$ cat config.mk
export PLATFORM = sky130hd
export DESIGN_NAME = axi_fifo_flat
export DESIGN_NICKNAME = d
export VERILOG_FILES = /design/src/rtl/axi_fifo_if.sv /design/src/rtl/axi_fifo.sv /design/src/flat_wrapper.sv
export SDC_FILE = /design/constraint.sdc
export NUM_CORES = 1
export LEC_CHECK = 0
export CAP_MARGIN = 20
export CORE_ASPECT_RATIO = 1.5
export CORE_MARGIN = 10
export CORE_UTILIZATION = 54
export CTS_CLUSTER_DIAMETER = 120
export DETAILED_ROUTE_END_ITERATION = 12
export GPL_ROUTABILITY_DRIVEN = 0
export PLACE_DENSITY = 0.87
export SLEW_MARGIN = 15
export SYNTH_ARGS = -nofsm -noshare
export SYNTH_HDL_FRONTEND = slang
export SYNTH_SLANG_ARGS = --single-unit
export TNS_END_PERCENT = 10
$ cat constraint.sdc
create_clock -name ACLK -period 2.7 [get_ports ACLK]
set_input_delay 0.405 -clock ACLK [delete_from_list [all_inputs] [get_ports ACLK]]
set_output_delay 0.405 -clock ACLK [all_outputs]
set_load 0.01 [all_outputs]
$ cat src/rtl/axi_fifo_if.sv
// axi_fifo_if: upstream beat inputs, downstream head outputs and fill level of axi_fifo.
// slave is the FIFO side; master is whatever feeds and drains it.
interface axi_fifo_if #(
  parameter int ADDR_W = 4
);
  logic [7:0]      DATA_in;
  logic            TVALID_in;
  logic            TLAST_in;
  logic            TREADY_in;
  logic [7:0]      DATA_out;
  logic            TVALID_out;
  logic            TLAST_out;
  logic            TREADY_out;
  logic [ADDR_W:0] FILL_LEVEL;

  modport slave (
    input  DATA_in, TVALID_in, TLAST_in, TREADY_out,
    output TREADY_in, DATA_out, TVALID_out, TLAST_out, FILL_LEVEL
  );

  modport master (
    output DATA_in, TVALID_in, TLAST_in, TREADY_out,
    input  TREADY_in, DATA_out, TVALID_out, TLAST_out, FILL_LEVEL
  );
endinterface

$ cat src/rtl/axi_fifo.sv
// axi_fifo: first-word-fall-through stream FIFO of {TLAST, 8-bit data} beats.
// Define AXI_FIFO_PACKET_MODE_EN to hold the output until a whole packet is stored.
module axi_fifo #(
  parameter int DEPTH  = 16,
  parameter int ADDR_W = 4
) (
  input  logic      ACLK,
  input  logic      ARESETn,
  axi_fifo_if.slave bus
);

  localparam logic [ADDR_W:0] FULL_LEVEL = (ADDR_W + 1)'(DEPTH);

  logic [8:0]        mem [DEPTH];
  logic [ADDR_W-1:0] wr_ptr;
  logic [ADDR_W-1:0] rd_ptr;
  logic [ADDR_W:0]   fill;
  logic [8:0]        head;
  logic              wr_en;
  logic              rd_en;
  logic              not_empty;
  logic              head_valid;

  assign not_empty = (fill != '0);
  assign head      = mem[rd_ptr];

  // Full blocks writes outright, even when a read frees a slot this cycle.
  assign bus.TREADY_in  = ARESETn && (fill != FULL_LEVEL);
  assign bus.TVALID_out = ARESETn && head_valid;
  assign bus.DATA_out   = bus.TVALID_out ? head[7:0] : 8'h00;
  assign bus.TLAST_out  = bus.TVALID_out && head[8];
  assign bus.FILL_LEVEL = fill;

  assign wr_en = bus.TVALID_in && bus.TREADY_in;
  assign rd_en = bus.TVALID_out && bus.TREADY_out;

  // NOTE: storage is deliberately not reset; clearing the pointers is enough to
  // discard its contents, and a resettable array would cost a mux per bit.
  always_ff @(posedge ACLK) begin
    if (wr_en) begin
      mem[wr_ptr] <= {bus.TLAST_in, bus.DATA_in};
    end
  end

  // NOTE: sequential state uses non-blocking assignments so every register
  // samples pre-edge values regardless of statement order.
  always_ff @(posedge ACLK) begin
    if (!ARESETn) begin
      wr_ptr <= '0;
      rd_ptr <= '0;
      fill   <= '0;
    end else begin
      if (wr_en) wr_ptr <= wr_ptr + 1'b1;
      if (rd_en) rd_ptr <= rd_ptr + 1'b1;
      case ({wr_en, rd_en})
        2'b10:   fill <= fill + 1'b1;
        2'b01:   fill <= fill - 1'b1;
        default: fill <= fill;
      endcase
    end
  end

`ifdef AXI_FIFO_PACKET_MODE_EN
  logic [ADDR_W:0] pkt_cnt;
  logic            flush_q;
  logic            flush_start;
  logic            wr_last;
  logic            rd_last;

  assign wr_last = wr_en && bus.TLAST_in;
  assign rd_last = rd_en && head[8];

  // A full FIFO holding no packet end can never complete one: drain it instead.
  assign flush_start = (fill == FULL_LEVEL) && (pkt_cnt == '0);
  assign head_valid  = not_empty && ((pkt_cnt != '0) || flush_q || flush_start);

  always_ff @(posedge ACLK) begin
    if (!ARESETn) begin
      pkt_cnt <= '0;
      flush_q <= 1'b0;
    end else begin
      case ({wr_last, rd_last})
        2'b10:   pkt_cnt <= pkt_cnt + 1'b1;
        2'b01:   pkt_cnt <= pkt_cnt - 1'b1;
        default: pkt_cnt <= pkt_cnt;
      endcase
      if (rd_last) begin
        flush_q <= 1'b0;
      end else if (flush_start) begin
        flush_q <= 1'b1;
      end
    end
  end
`else
  assign head_valid = not_empty;
`endif

endmodule
$ cat src/flat_wrapper.sv
// flat-port wrapper written by rule: the top's interface ports become plain ports
module axi_fifo_flat 
#(
  parameter int DEPTH  = 16,
  parameter int ADDR_W = 4
)
  (ACLK, ARESETn, bus_DATA_in, bus_TVALID_in, bus_TLAST_in, bus_TREADY_out, bus_TREADY_in, bus_DATA_out, bus_TVALID_out, bus_TLAST_out, bus_FILL_LEVEL);
  axi_fifo_if #(.ADDR_W(ADDR_W)) bus_i ();
  input  logic ACLK;
  input  logic ARESETn;
  input wire logic [$bits(bus_i.DATA_in)-1:0] bus_DATA_in;
  input wire logic [$bits(bus_i.TVALID_in)-1:0] bus_TVALID_in;
  input wire logic [$bits(bus_i.TLAST_in)-1:0] bus_TLAST_in;
  input wire logic [$bits(bus_i.TREADY_out)-1:0] bus_TREADY_out;
  output wire logic [$bits(bus_i.TREADY_in)-1:0] bus_TREADY_in;
  output wire logic [$bits(bus_i.DATA_out)-1:0] bus_DATA_out;
  output wire logic [$bits(bus_i.TVALID_out)-1:0] bus_TVALID_out;
  output wire logic [$bits(bus_i.TLAST_out)-1:0] bus_TLAST_out;
  output wire logic [$bits(bus_i.FILL_LEVEL)-1:0] bus_FILL_LEVEL;
  assign bus_i.DATA_in = bus_DATA_in;
  assign bus_i.TVALID_in = bus_TVALID_in;
  assign bus_i.TLAST_in = bus_TLAST_in;
  assign bus_i.TREADY_out = bus_TREADY_out;
  assign bus_TREADY_in = bus_i.TREADY_in;
  assign bus_DATA_out = bus_i.DATA_out;
  assign bus_TVALID_out = bus_i.TVALID_out;
  assign bus_TLAST_out = bus_i.TLAST_out;
  assign bus_FILL_LEVEL = bus_i.FILL_LEVEL;
  axi_fifo #(.DEPTH(DEPTH), .ADDR_W(ADDR_W)) u_core (.ACLK(ACLK), .ARESETn(ARESETn), .bus(bus_i));
endmodule
==> results.md, run 1 <==
* Switching portion of total power at 24.27%
* Status: completed
* PwrDens at 797.4 mW/mm2
* Sequential share of power at 44.5%
* Most used DFF post-synth: edfxtp_1
* Post-DP Area at 0.007305 mm2
* Synth unique cells at 49
* Setup Skew at 0.01005 ns
* CTS root buf: clkbuf_16
* CTS buffer count at 17
* Crit path kind: flop to primary output
* CTS tree: built
* Fmax at 370.4 MHz
* Initial Utilization at 55.47%
* Starting DRT DRC Count at 330
* Final-report hold violation count at 0
* Tot GR Track Use at 17.04%
* Vias in the first global route at 3947
* Port bufs at 28
* Endpoint type of the worst setup path: primary output
* Clk network pwr share at 37.7%
* Post-synth top area cell: edfxtp_1
* Worst-margin pin slew at 0.7915 ns
* Period utilisation layout at 99.98%
* Synthesized area per cell at 18.31 um2
* Routed via count at 3685
* Share of layout cells above drive strength 1 at 27.54%
* DRC violations left at 0
* Max Cap Viol at 0
* Antenna violations before repair at 0
* Post-synth top area share at 64.88%
* Rel. slew slack at 47.16%
* Post-synthesis cell area at 0.006665 mm2
* Routed len/inst at 23.91 um
* Worst Hold Class: flop to flop
* Detail Route Antenna Nets at 0
* Synth Instances at 364
* Synth area leaders: edfxtp_1 65%, mux4_2 8.8%, dfxtp_1 5.1%
* RSZ-0062 raised after global routing: true
* Synth warn at 0
* Asr flop ratio synth at 0%
* Die ar. at 0.01728 mm2
* Area Growth Syn to Fin at 19.95%
* Nets at 451
* Seq cells post-synth at 161
* Crit path max fanout at 8
* Post-route setup slack at 0.0005354 ns
* Placeable Area at 0.01202 mm2
* DR pass1 iterations at 4
* Sequential fraction of the synthesis area at 69.98%
* Pleak at 2.696 nW
* Clock H-tree levels at 4
* Sw power at 0.001547 W
* Die width at 110.7 um
* Post-synth EDFFs at 144
* Worst-case clock buffer depth at 2
* Clock Latency Late Sink at 0.42 ns
* Setup Viol. Count Final at 0
* Fin crit period at 2.699 ns
* Site row count at 49
* Overflow after GRT at 0
* Drt total wl at 14250 um
* Startpoint types: flop
* Post-Layout Inst Area at 0.007995 mm2
* Worst Path Required at 2.30 ns
* Final slew viol count at 0
* Pre-CTS setup slack at 0.06742 ns
* Largest net degree at the start of global routing at 31
* TritonCTS Sinks at 161
* WP data arrival at 2.29 ns
* Peak VDD IR at 540.0 uV
* Post-Syn Nets at 385
* Die height at 156.1 um
* Global-route wire length before repair at 22470 um
* Inserted Diodes at 0
* Ports at 29
* Combinational power share at 17.8%
* Post-DP HPWL at 9084 um
* Vias per cell at 6.183
* Internal Power at 0.004828 W
* Reg clk slew, reported paths at 0.07 ns
flip-flops by register name, summed over array words and instances, names as in the netlist, named ones only:
signal                 flops
u_core.bus.FILL_LEVEL      5
u_core.rd_ptr              4
u_core.wr_ptr              4
u_core.mem               144
power by group through the flow:
stage	sequential [W]	combinational, W	clock, W
after detailed placement	0.00288	0.00107	0
after floorplan	0.00288	0.000659	0
after CTS	0.00284	0.00113	0.00244
after global placement	0.00288	0.00103	0
after global routing	0.00284	0.00123	0.00254
final	0.00284	0.00114	0.00240
synth_stat cells, types with 4 or more instances:
cell type	count
and2_1	4
dfxtp_1	17
edfxtp_1	144
mux4_1	10
a211oi_1	18
clkbuf_1	4
nor2b_1	11
mux2i_1	16
inv_1	5
nand2_1	14
nor2_1	16
nand3_1	5
ha_1	8
o21ai_0	5
mux4_2	26
buf_2	6
buf_6	5
nor3_1	5
cell type report:
cell class                 instances  area, um2
sequential                       161       4666
fill                             760       4021
multi-input combinational        175       1874
timing repair buffer              69      631.9
clock buffer                      17      425.4
tap                              153      191.4
clock inverter                    15      183.9
inverter                           6      22.52
final timing paths:
| kind | start | to | slack, ns | cells after the start |
|---|---|---|---|---|
| max | flop | bus_DATA_out[5] | 0.0005 | 6 |
| min | u_core.rd_ptr[3] | u_core.rd_ptr[3] | 0.47 | 1 |
| max reg2reg | u_core.bus.FILL_LEVEL[3] | u_core.bus.FILL_LEVEL[4] | 0.16 | 9 |
| min reg2reg | u_core.rd_ptr[3] | u_core.rd_ptr[3] | 0.47 | 1 |
metrics by stage:
| step | util, % | power (W) | hold slack (ns) | instances | setup TNS [ns] |
|---|---|---|---|---|---|
| after detailed placement | 60.79 | 0.003951 | 0.4653 | 561 | 0 |
| after global routing | 66.53 | 0.006609 | 0.4783 | 596 | -0.4000 |
| after floorplan | - | 0.003543 | 0.4328 | 364 | -0.004334 |
| after global placement | 60.79 | 0.003912 | 0.4437 | 561 | 0 |
| after CTS | 66.41 | 0.006405 | 0.4721 | 596 | -0.04905 |
| final | 66.53 | 0.006376 | 0.4742 | 596 | 0 |
timing repair:
item,CTS,global route
pin swaps,5,2
resized for setup,29,11
endpoints found under the setup margin,10,11
hold buffers,0,0
gates cloned,0,0
buffers inserted,3,0
placed cells by master, fill, tap and decap left out, types with 2 or more instances in the layout:
master	instances
nor2b_1	11
a211o_1	2
nand2_1	14
mux4_1	7
dlygate4sd2_1	2
buf_4	34
nor3_1	5
dfxtp_1	16
clkinvlp_4	2
and2_1	4
a211oi_1	12
ha_1	7
bufinv_16	3
o21ai_0	4
nand2b_1	3
edfxtp_1	144
o21a_1	2
buf_12	3
inv_6	3
clkbuf_16	17
buf_6	3
mux2i_1	16
mux4_2	29
a21oi_1	2
clkdlybuf4s15_1	5
nand4_1	2
a211oi_2	6
inv_1	5
clkdlybuf4s50_1	19
nor2_1	16
nand3b_1	2
clkinv_4	5
o211ai_1	3
xnor2_1	3
nand3_1	5
kinds of logic after synthesis:
group | after synthesis | share of synthesized area (%)
AO/OA/AOI/OAI | 40 | 4.618
XOR/XNOR | 4 | 0.5257
adder cells (fa/ha/maj) | 8 | 1.502
buffers and inverters | 28 | 2.497
flip-flops | 161 | 69.98
multiplexers | 52 | 15.13
AND/OR/NAND/NOR | 71 | 5.744
worst max-delay path, cell delays in order (launching register included):
cell and delay [ns]:
dfxtp_2 0.36, buf_6 0.17, mux4_1 0.56, nor2b_1 0.17, a211oi_2 0.22, a211oi_1 0.07, dlygate4sd2_1 0.33
metal layers:
metal / vias to the layer above / GRT usage (%) / wire length [um]
met5: - / 0 / 0
met4: 0 / 9.017 / 507
met3: 41 / 4.734 / 1023
met2: 188 / 29.45 / 7546
met1: 1856 / 18.71 / 5169
li1: 1600 / - / -
Power figures use the tool's default switching activity.
==> inputs of run 2 (changes only) <==
--- a/config.mk
+++ b/config.mk
@@ -13,6 +13,7 @@
 export DETAILED_ROUTE_END_ITERATION = 12
 export GPL_ROUTABILITY_DRIVEN = 0
 export PLACE_DENSITY = 0.87
+export RECOVER_POWER = 25
 export SLEW_MARGIN = 15
 export SYNTH_ARGS = -nofsm -noshare
 export SYNTH_HDL_FRONTEND = slang
==> run 2 against run 1 <==
Effect of this change:
- sequential share of layout area did not move
- final area unchanged
- via count is the same
- non-clock buffer count is the same
- first-iteration DRC count unchanged
- critical path type unchanged
- largest cell class unchanged
==> results.md, run 2 (synthesis gave the netlist of run 1 again) <==
* DR pass1 iterations at 4 (unchanged)
* Area Growth Syn to Fin at 19.95% (unchanged)
* Peak VDD IR at 539.2 uV (-0.16%)
* Pre-CTS setup slack at 0.06742 ns (unchanged)
* CTS tree: built
* Setup Viol. Count Final at 0 (unchanged)
* Vias in the first global route at 3947 (unchanged)
* Status: completed
* Overall Power at 0.006375 W (about the same)
* Worst-margin pin slew at 0.7915 ns (unchanged)
* Ports at 29 (unchanged)
* WP data arrival at 2.29 ns (about the same)
* Pleak at 2.698 nW (about the same)
* Setup Skew at 0.009996 ns (-0.00005801 ns)
* Die height at 156.1 um (unchanged)
* Largest net degree at the start of global routing at 31 (unchanged)
* Most frequent cells in the layout: 144 x edfxtp_1, 34 x buf_4, 29 x mux4_2
* Inserted Diodes at 0 (unchanged)
* Fin crit period at 2.699 ns (-0.0004887 ns)
* Endpoint type of the worst setup path: primary output
* Share of layout cells above drive strength 1 at 27.54% (unchanged)
* Crit path max fanout at 8 (unchanged)
* CTS root buf: clkbuf_16
* Metal3 WL at 1016 um (-0.68%)
* Max Cap Viol at 0 (unchanged)
* Detail Route Antenna Nets at 0 (unchanged)
* Reg clk slew, reported paths at 0.07 ns (about the same)
* Fmax at 370.5 MHz (about the same)
* Worst Path Required at 2.30 ns (about the same)
* WL met2 at 7549 um (about the same)
* Placeable Area at 0.01202 mm2 (unchanged)
* Clock H-tree levels at 4 (unchanged)
* DRT met1 WL at 5176 um (+0.14%)
* Commonest non-fill, non-tap cell in the layout: edfxtp_1
* RSZ-0062 raised after global routing: true
* Core Util, Final at 66.53% (unchanged)
* Tot GR Track Use at 17.04% (unchanged)
* Antenna violations before repair at 0 (unchanged)
* CTS buffer count at 17 (unchanged)
* Routed via count at 3685 (unchanged)
* Rel. slew slack at 47.16% (unchanged)
* Post-DP Area at 0.007305 mm2 (unchanged)
* Drt total wl at 14250 um (about the same)
* Final-report hold violation count at 0 (unchanged)
* Worst-case clock buffer depth at 2 (unchanged)
* Highest metal used: met4
* TritonCTS Sinks at 161 (unchanged)
* Port bufs at 28 (unchanged)
* Site row count at 49 (unchanged)
* PwrDens at 797.3 mW/mm2 (about the same)
* Routed len/inst at 23.91 um (about the same)
* Die width at 110.7 um (unchanged)
* Post-route setup slack at 0.001024 ns (+0.0004887 ns)
* Period utilisation layout at 99.96% (about the same)
* DRC violations left at 0 (unchanged)
* Clock Latency Late Sink at 0.42 ns (about the same)
* Startpoint types: flop
* Die ar. at 0.01728 mm2 (unchanged)
* Nets at 451 (unchanged)
* Register bank with the most flops: u_core.mem
* Worst Hold Class: flop to flop
* Post-Layout Inst Area at 0.007995 mm2 (unchanged)
* Overflow after GRT at 0 (unchanged)
* Global-route wire length before repair at 22470 um (unchanged)
* Final slew viol count at 0 (unchanged)
* Starting DRT DRC Count at 330 (unchanged)
* # hold bufs at CTS at 0 (unchanged)
* Largest register FFs at 144 (unchanged)
* Post-DP HPWL at 9084 um (unchanged)
* Min Hold Slack at 0.4742 ns (-0.000001000 ns)
* Vias per cell at 6.183 (unchanged)
* Crit path kind: flop to primary output
* Initial Utilization at 55.47% (unchanged)
## run 2: cell count changes in the layout (fill, tap and decap cells not counted), sizes merged
cell,delta
dlygate4sd3,+5
clkdlybuf4s50,-5
## run 2: metrics by stage
| stage | instances | TNS, ns |
|---|---|---|
| global route | 596 | -0.4000 |
| CTS | 596 | -0.04905 |
| detailed placement | 561 | 0 |
| global placement | 561 | 0 |
| floorplan | 364 | -0.004334 |
| finish | 596 | 0 |
## run 2: layout make-up
| cell class | instances | area (um2) |
|---|---|---|
| sequential | 161 | 4666 |
| fill | 760 | 4021 |
| multi-input combinational | 175 | 1874 |
| timing repair buffer | 69 | 631.9 |
| clock buffer | 17 | 425.4 |
| tap | 153 | 191.4 |
| clock inverter | 15 | 183.9 |
| inverter | 6 | 22.52 |
## run 2: timing repair
item                                    in CTS  in global routing
buffers inserted                             3                  0
pin swaps                                    5                  2
gates resized for setup                     29                 11
endpoints found under the setup margin      10                 11
## run 2: layer usage
layer  vias up  GRT usage, %
met4         0         9.017
met1      1859         18.71
met3        41         4.734
li1       1600             -
met5         -             0
met2       185         29.45
## run 2: report_power, final
part | switching, W | internal [W]
sequential | 0.0000562 | 0.00278
combinational | 0.000549 | 0.000585
clock | 0.000942 | 0.00146
total | 0.00155 | 0.00483
## run 2: worst paths after layout
path	cells after the start	end	start	slack, ns
hold reg to reg	1	u_core.rd_ptr[3]	u_core.rd_ptr[3]	0.47
setup / recovery	6	bus_DATA_out[5]	flop	0.001
setup reg to reg	9	u_core.bus.FILL_LEVEL[4]	u_core.bus.FILL_LEVEL[3]	0.16
hold / removal	1	u_core.rd_ptr[3]	u_core.rd_ptr[3]	0.47
## run 2: critical path, stage by stage, from the launching register on
cell           delay, ns
dfxtp_2             0.36
buf_6               0.17
mux4_1              0.56
nor2b_1             0.17
a211oi_2            0.22
a211oi_1            0.07
dlygate4sd2_1       0.33
